### src/rtl/codec_ctrl_responder.sv
// codec_ctrl_responder - 3-wire control-port responder with codec-compatible register file
// Shifts 16-bit {addr,data} words in MSB-first on spi_sck and commits them on spi_csb rise.
module codec_ctrl_responder #(
  parameter int SYNC_STAGES = 2,
  parameter bit LR_BOTH_EN  = 1'b1
) (
  input  logic       clk,
  input  logic       reset,
  input  logic       spi_sck,
  input  logic       spi_mosi,
  input  logic       spi_csb,
  input  logic [6:0] rd_addr,
  output logic [8:0] rd_data,
  output logic       wr_strobe,
  output logic [6:0] wr_addr,
  output logic [8:0] wr_data,
  output logic       frame_err,
  output logic       addr_err,
  output logic       active,
  output logic [7:0] pd_bits,
  output logic [1:0] iwl,
  output logic [1:0] format,
  output logic [3:0] sr
);

  function automatic logic [8:0] def_val(input int idx);
    case (idx)
      0, 1:    def_val = 9'h097;
      2, 3:    def_val = 9'h079;
      4:       def_val = 9'h00A;
      5:       def_val = 9'h008;
      6:       def_val = 9'h09F;
      7:       def_val = 9'h00A;
      default: def_val = 9'h000;
    endcase
  endfunction

  logic [SYNC_STAGES-1:0] sck_sync, mosi_sync, csb_sync;
  logic                   sck_d, csb_d;
  logic                   sck_rise, csb_rise, mosi_s;
  logic [15:0]            shreg, shreg_nx;
  logic [4:0]             bit_cnt, cnt_nx;
  logic [6:0]             w_addr;
  logic [8:0]             w_data;
  logic [8:0]             regs [0:9];

  assign mosi_s   = mosi_sync[SYNC_STAGES-1];
  assign sck_rise = sck_sync[SYNC_STAGES-1] & ~sck_d;
  assign csb_rise = csb_sync[SYNC_STAGES-1] & ~csb_d;

  // A shift coinciding with a commit is folded in before decoding.
  assign shreg_nx = sck_rise ? {shreg[14:0], mosi_s} : shreg;
  assign cnt_nx   = (sck_rise && bit_cnt != 5'd31) ? bit_cnt + 5'd1 : bit_cnt;
  assign w_addr   = shreg_nx[15:9];
  assign w_data   = shreg_nx[8:0];

  always_ff @(posedge clk) begin
    if (reset) begin
      sck_sync  <= '0;
      mosi_sync <= '0;
      csb_sync  <= '1;
      sck_d     <= 1'b0;
      csb_d     <= 1'b1;
    end else begin
      sck_sync  <= {sck_sync[SYNC_STAGES-2:0], spi_sck};
      mosi_sync <= {mosi_sync[SYNC_STAGES-2:0], spi_mosi};
      csb_sync  <= {csb_sync[SYNC_STAGES-2:0], spi_csb};
      sck_d     <= sck_sync[SYNC_STAGES-1];
      csb_d     <= csb_sync[SYNC_STAGES-1];
    end
  end

  always_ff @(posedge clk) begin
    if (reset) begin
      shreg     <= '0;
      bit_cnt   <= '0;
      wr_strobe <= 1'b0;
      frame_err <= 1'b0;
      addr_err  <= 1'b0;
      wr_addr   <= '0;
      wr_data   <= '0;
      for (int i = 0; i < 10; i++) regs[i] <= def_val(i);
    end else begin
      wr_strobe <= 1'b0;
      frame_err <= 1'b0;
      addr_err  <= 1'b0;
      if (csb_rise) begin
        shreg   <= '0;
        bit_cnt <= '0;
        if (cnt_nx >= 5'd16) begin
          wr_strobe <= 1'b1;
          wr_addr   <= w_addr;
          wr_data   <= w_data;
          if (w_addr == 7'h0F) begin
            for (int i = 0; i < 10; i++) regs[i] <= def_val(i);
          end else if (w_addr <= 7'h09) begin
            regs[w_addr[3:0]] <= w_data;
            // Left/right pairs R0/R1 and R2/R3 share a both-channels update bit.
            if (LR_BOTH_EN && w_data[8] && w_addr <= 7'h03) begin
              regs[{w_addr[3:1], 1'b0}] <= w_data;
              regs[{w_addr[3:1], 1'b1}] <= w_data;
            end
          end else begin
            addr_err <= 1'b1;
          end
        end else begin
          frame_err <= 1'b1;
        end
      end else begin
        shreg   <= shreg_nx;
        bit_cnt <= cnt_nx;
      end
    end
  end

  always_ff @(posedge clk) begin
    if (reset) begin
      active  <= 1'b0;
      pd_bits <= 8'h9F;
      iwl     <= 2'b10;
      format  <= 2'b10;
      sr      <= 4'h0;
    end else begin
      active  <= regs[9][0];
      pd_bits <= regs[6][7:0];
      iwl     <= regs[7][3:2];
      format  <= regs[7][1:0];
      sr      <= regs[8][5:2];
    end
  end

  always_comb begin
    rd_data = '0;
    if (rd_addr <= 7'h09) rd_data = regs[rd_addr[3:0]];
  end

endmodule

### config.mk
export PLATFORM = sky130hd
export DESIGN_NAME = codec_ctrl_responder
export DESIGN_NICKNAME = d
export VERILOG_FILES = /design/src/rtl/codec_ctrl_responder.sv
export SDC_FILE = /design/constraint.sdc
export NUM_CORES = 1
export LEC_CHECK = 0
export ABC_AREA = 1
export CORE_AREA = 5 5 102 128
export CTS_CLUSTER_SIZE = 14
export DETAILED_ROUTE_END_ITERATION = 10
export DIE_AREA = 0 0 107 133
export PLACE_DENSITY = 0.84
export SYNTH_ARGS = -nofsm -noshare
export SYNTH_HDL_FRONTEND = slang
export SYNTH_SLANG_ARGS = --single-unit
### constraint.sdc
create_clock -name clk -period 3 [get_ports clk]
set_clock_uncertainty 0.05 [all_clocks]
set_input_delay 0.75 -clock clk [delete_from_list [all_inputs] [get_ports clk]]
set_output_delay 0.75 -clock clk [all_outputs]
set_load 0.005 [all_outputs]
==> impl_metrics.ini, run 1 <==
[die]
num_rows = 45
fp.coreArea_sq_um = 11820
io_pins = 57
initial_core_util = 0.5380
die_height_microns = 133
die-width_microns = 107
die-area_sq_um = 14230

[setup_path]
cp-start-kind = primary input
cp_max_fo = 5
required_ps = 2200
criticalPathCategory = primary input to primary output
arrival_ps = 2230
critPathCaptureType = primary output
cp-startpoint = rd_addr[1]

[run_status]
status = finished, violations left
violations = negative setup slack

[route]
routed_wl_microns = 17030
drtIter0Drc = 345
wire_per_inst_microns = 19.29
drcViolationCount = 0
ant_nets = 0
num_vias = 5002
avgViaCountPerCell = 5.665
drtPass1Iterations = 5

[run]
drv_cap = 0

[power]
ir_worst_vdd_v = 0.0004068
power_mw = 4.747
powerDensity_nw_per_um2 = 593.1
leakagePower_nw = 2.999

[clock_network]
clock_sinks = 155
path_clk_slew_ps = 60
clk_latency_ps = 420
numCtsBuffers = 17
clockBufferDepth = 2
ctsRootBufferMaster = clkbuf_16
cts_tree = yes
cts_max_level = 4

[yosys]
synth_edf_count = 90
yosysMostFrequentCell = nor2_1
synthArstFlopShare = 0
ys_ff_latch = 155
synth_top_area_frac = 0.4249
syn_area_per_cell_sq_um = 9.832
synth_warnings = 0
synth_ff_type = edfxtp_1
synth.largest_area_cell = edfxtp_1
synthTopCellsByCount = nor2_1 (121), edfxtp_1 (90), nand2_1 (82)
synth_area_leaders = edfxtp_1 (42%), dfxtp_1 (20%), nor2_1 (7.1%)
syn_nets = 661
synthDistinctLibCells = 34
netlist_instances = 647
synthesis.area_sq_um = 6361
synth-seq-area-share = 0.6294

[timing]
rsz0062_at_grt = yes
hold-worst-slack_ps = 357.9
slew_headroom = 0.5461
fin_ws_ps = -33.67
min_period_over_period = 1.011
hold_violations = 0
finalCriticalPeriod_ps = 3034
finalSetupTns_ps = -34.49
max_freq_ghz = 0.3296
drv_slew = 0
worst_pin_slew_ps = 679.2
setup_viol = 2

[global_routing]
grt_usage = 0.2483
grt_pass1_vias = 5117
grt.overflow.total = 0
grt_start_max_net_pins = 33
grt_first_pass_wirelength_microns = 26630
antenna_found_initial = 0

[place]
gp_congestion = 0.9831
pre_cts_slack_ps = -642.6
place_area_sq_um = 7286
hpwl_microns = 11870
place_inst = 846
port_buffers = 56

[worst_hold_path]
min_from = mosi_sync[0]$_SDFF_PP0_
hp-class = flop to flop

[finish]
synthToLayoutAreaGrowth_pct = 25.83
diodes = 0
drive_gt1_frac = 0.1968
nets = 743
final_cell_area_sq_um = 8004
stdcell_count = 883
fin_util = 0.6769
[cells in the final DEF (no fill, tap or decap), types with 2 or more instances in the layout]
cell / n
a21oi_2: 6
clkinv_1: 4
o21ai_0: 52
buf_12: 4
nand3_1: 19
clkbuf_16: 20
o21ai_1: 10
clkinv_2: 2
nor3_1: 3
clkbuf_8: 2
nand2_4: 3
nand4_2: 4
nand2_2: 6
buf_4: 33
nor2_2: 2
clkdlybuf4s50_1: 45
buf_2: 4
or2_2: 18
o211ai_1: 16
nor2_1: 121
inv_1: 39
clkdlybuf4s15_2: 3
clkbuf_2: 4
nor2_4: 5
inv_2: 9
ha_1: 2
o21ai_2: 2
nand2_1: 79
a21oi_1: 35
edfxtp_1: 90
clkbuf_1: 2
buf_6: 4
o221ai_1: 9
dfxtp_1: 65
clkinv_4: 2
nand3_2: 3
[path summary, 6_finish.rpt]
check	depth (start not counted)	to	slack (ps)
worst max register to register	14	regs[7][3]$_DFFE_PP_	260
worst min-delay path	2	mosi_sync[1]$_SDFF_PP0_	360
worst min register to register	2	mosi_sync[1]$_SDFF_PP0_	360
worst max-delay path	10	rd_data[4]	-30
[cells by family (layout without fill, tap and decap cells)]
family | count (synthesis) | in the layout | share of synthesized area
flip-flops | 155 | 155 | 0.6294
AO/OA/AOI/OAI | 132 | 132 | 0.1168
XOR/XNOR | 1 | 1 | 0.001377
adder cells (fa/ha/maj) | 2 | 2 | 0.003933
buffers and inverters | 88 | 183 | 0.05389
AND/OR/NAND/NOR | 269 | 269 | 0.1945
[layer usage]
| layer | up-vias | global-route usage | wire, microns |
|---|---|---|---|
| met5 | - | 0 | 0 |
| met4 | 0 | 0.1429 | 973 |
| met3 | 71 | 0.05612 | 1122 |
| met2 | 221 | 0.4384 | 8818 |
| met1 | 2356 | 0.2703 | 6118 |
| li1 | 2354 | - | - |
[critical path: stages]
cell	delay, ps
clkdlybuf4s15_2	200
inv_2	60
bufbuf_16	260
buf_4	140
a21oi_2	110
o21ai_1	70
o211ai_1	140
nand3_1	140
a21oi_2	140
clkdlybuf4s15_2	230
[flip-flops by register name, summed over array words and instances, names as in the netlist, named ones only]
signal     flops
active         1
addr_err       1
bit_cnt        2
csb_d          1
csb_sync       2
format         2
frame_err      1
iwl            2
mosi_sync      2
pd_bits        8
regs          90
sck_d          1
sck_sync       2
shreg         16
sr             4
wr_addr        7
wr_data        9
wr_strobe      1
[report_power, final]
group          internal [mW]  switching [mW]  total [mW]
registers               2.29          0.0186        2.31
logic                  0.125           0.222       0.347
clock network           1.26           0.827        2.09
[final cells by class]
cell class | count | area (sq um)
fillers | 894 | 3820
multi-input cells | 404 | 2078
inverters | 52 | 195.2
clock inverters | 7 | 50.05
repair buffers | 99 | 957.2
flip-flops and latches | 155 | 4004
well taps | 141 | 176.4
clock buffers | 25 | 543.0
[timing repair]
item                                    CTS  global route
hold buffers                              0             0
cloned                                    2             1
pin swaps                                17            12
resized for setup                        50            21
endpoints found under the setup margin    9            40
setup buffers                             2             0
Note: power is estimated with default switching activity, not from simulation.
==> inputs of run 2 (changes only) <==
--- a/config.mk
+++ b/config.mk
@@ -6,6 +6,7 @@
 export NUM_CORES = 1
 export LEC_CHECK = 0
 export ABC_AREA = 1
+export CAP_MARGIN = 20
 export CORE_AREA = 5 5 102 128
 export CTS_CLUSTER_SIZE = 14
 export DETAILED_ROUTE_END_ITERATION = 10
==> results of run 2 <==
Same layout as run 1: the final DEF is identical, and so are final timing and power.
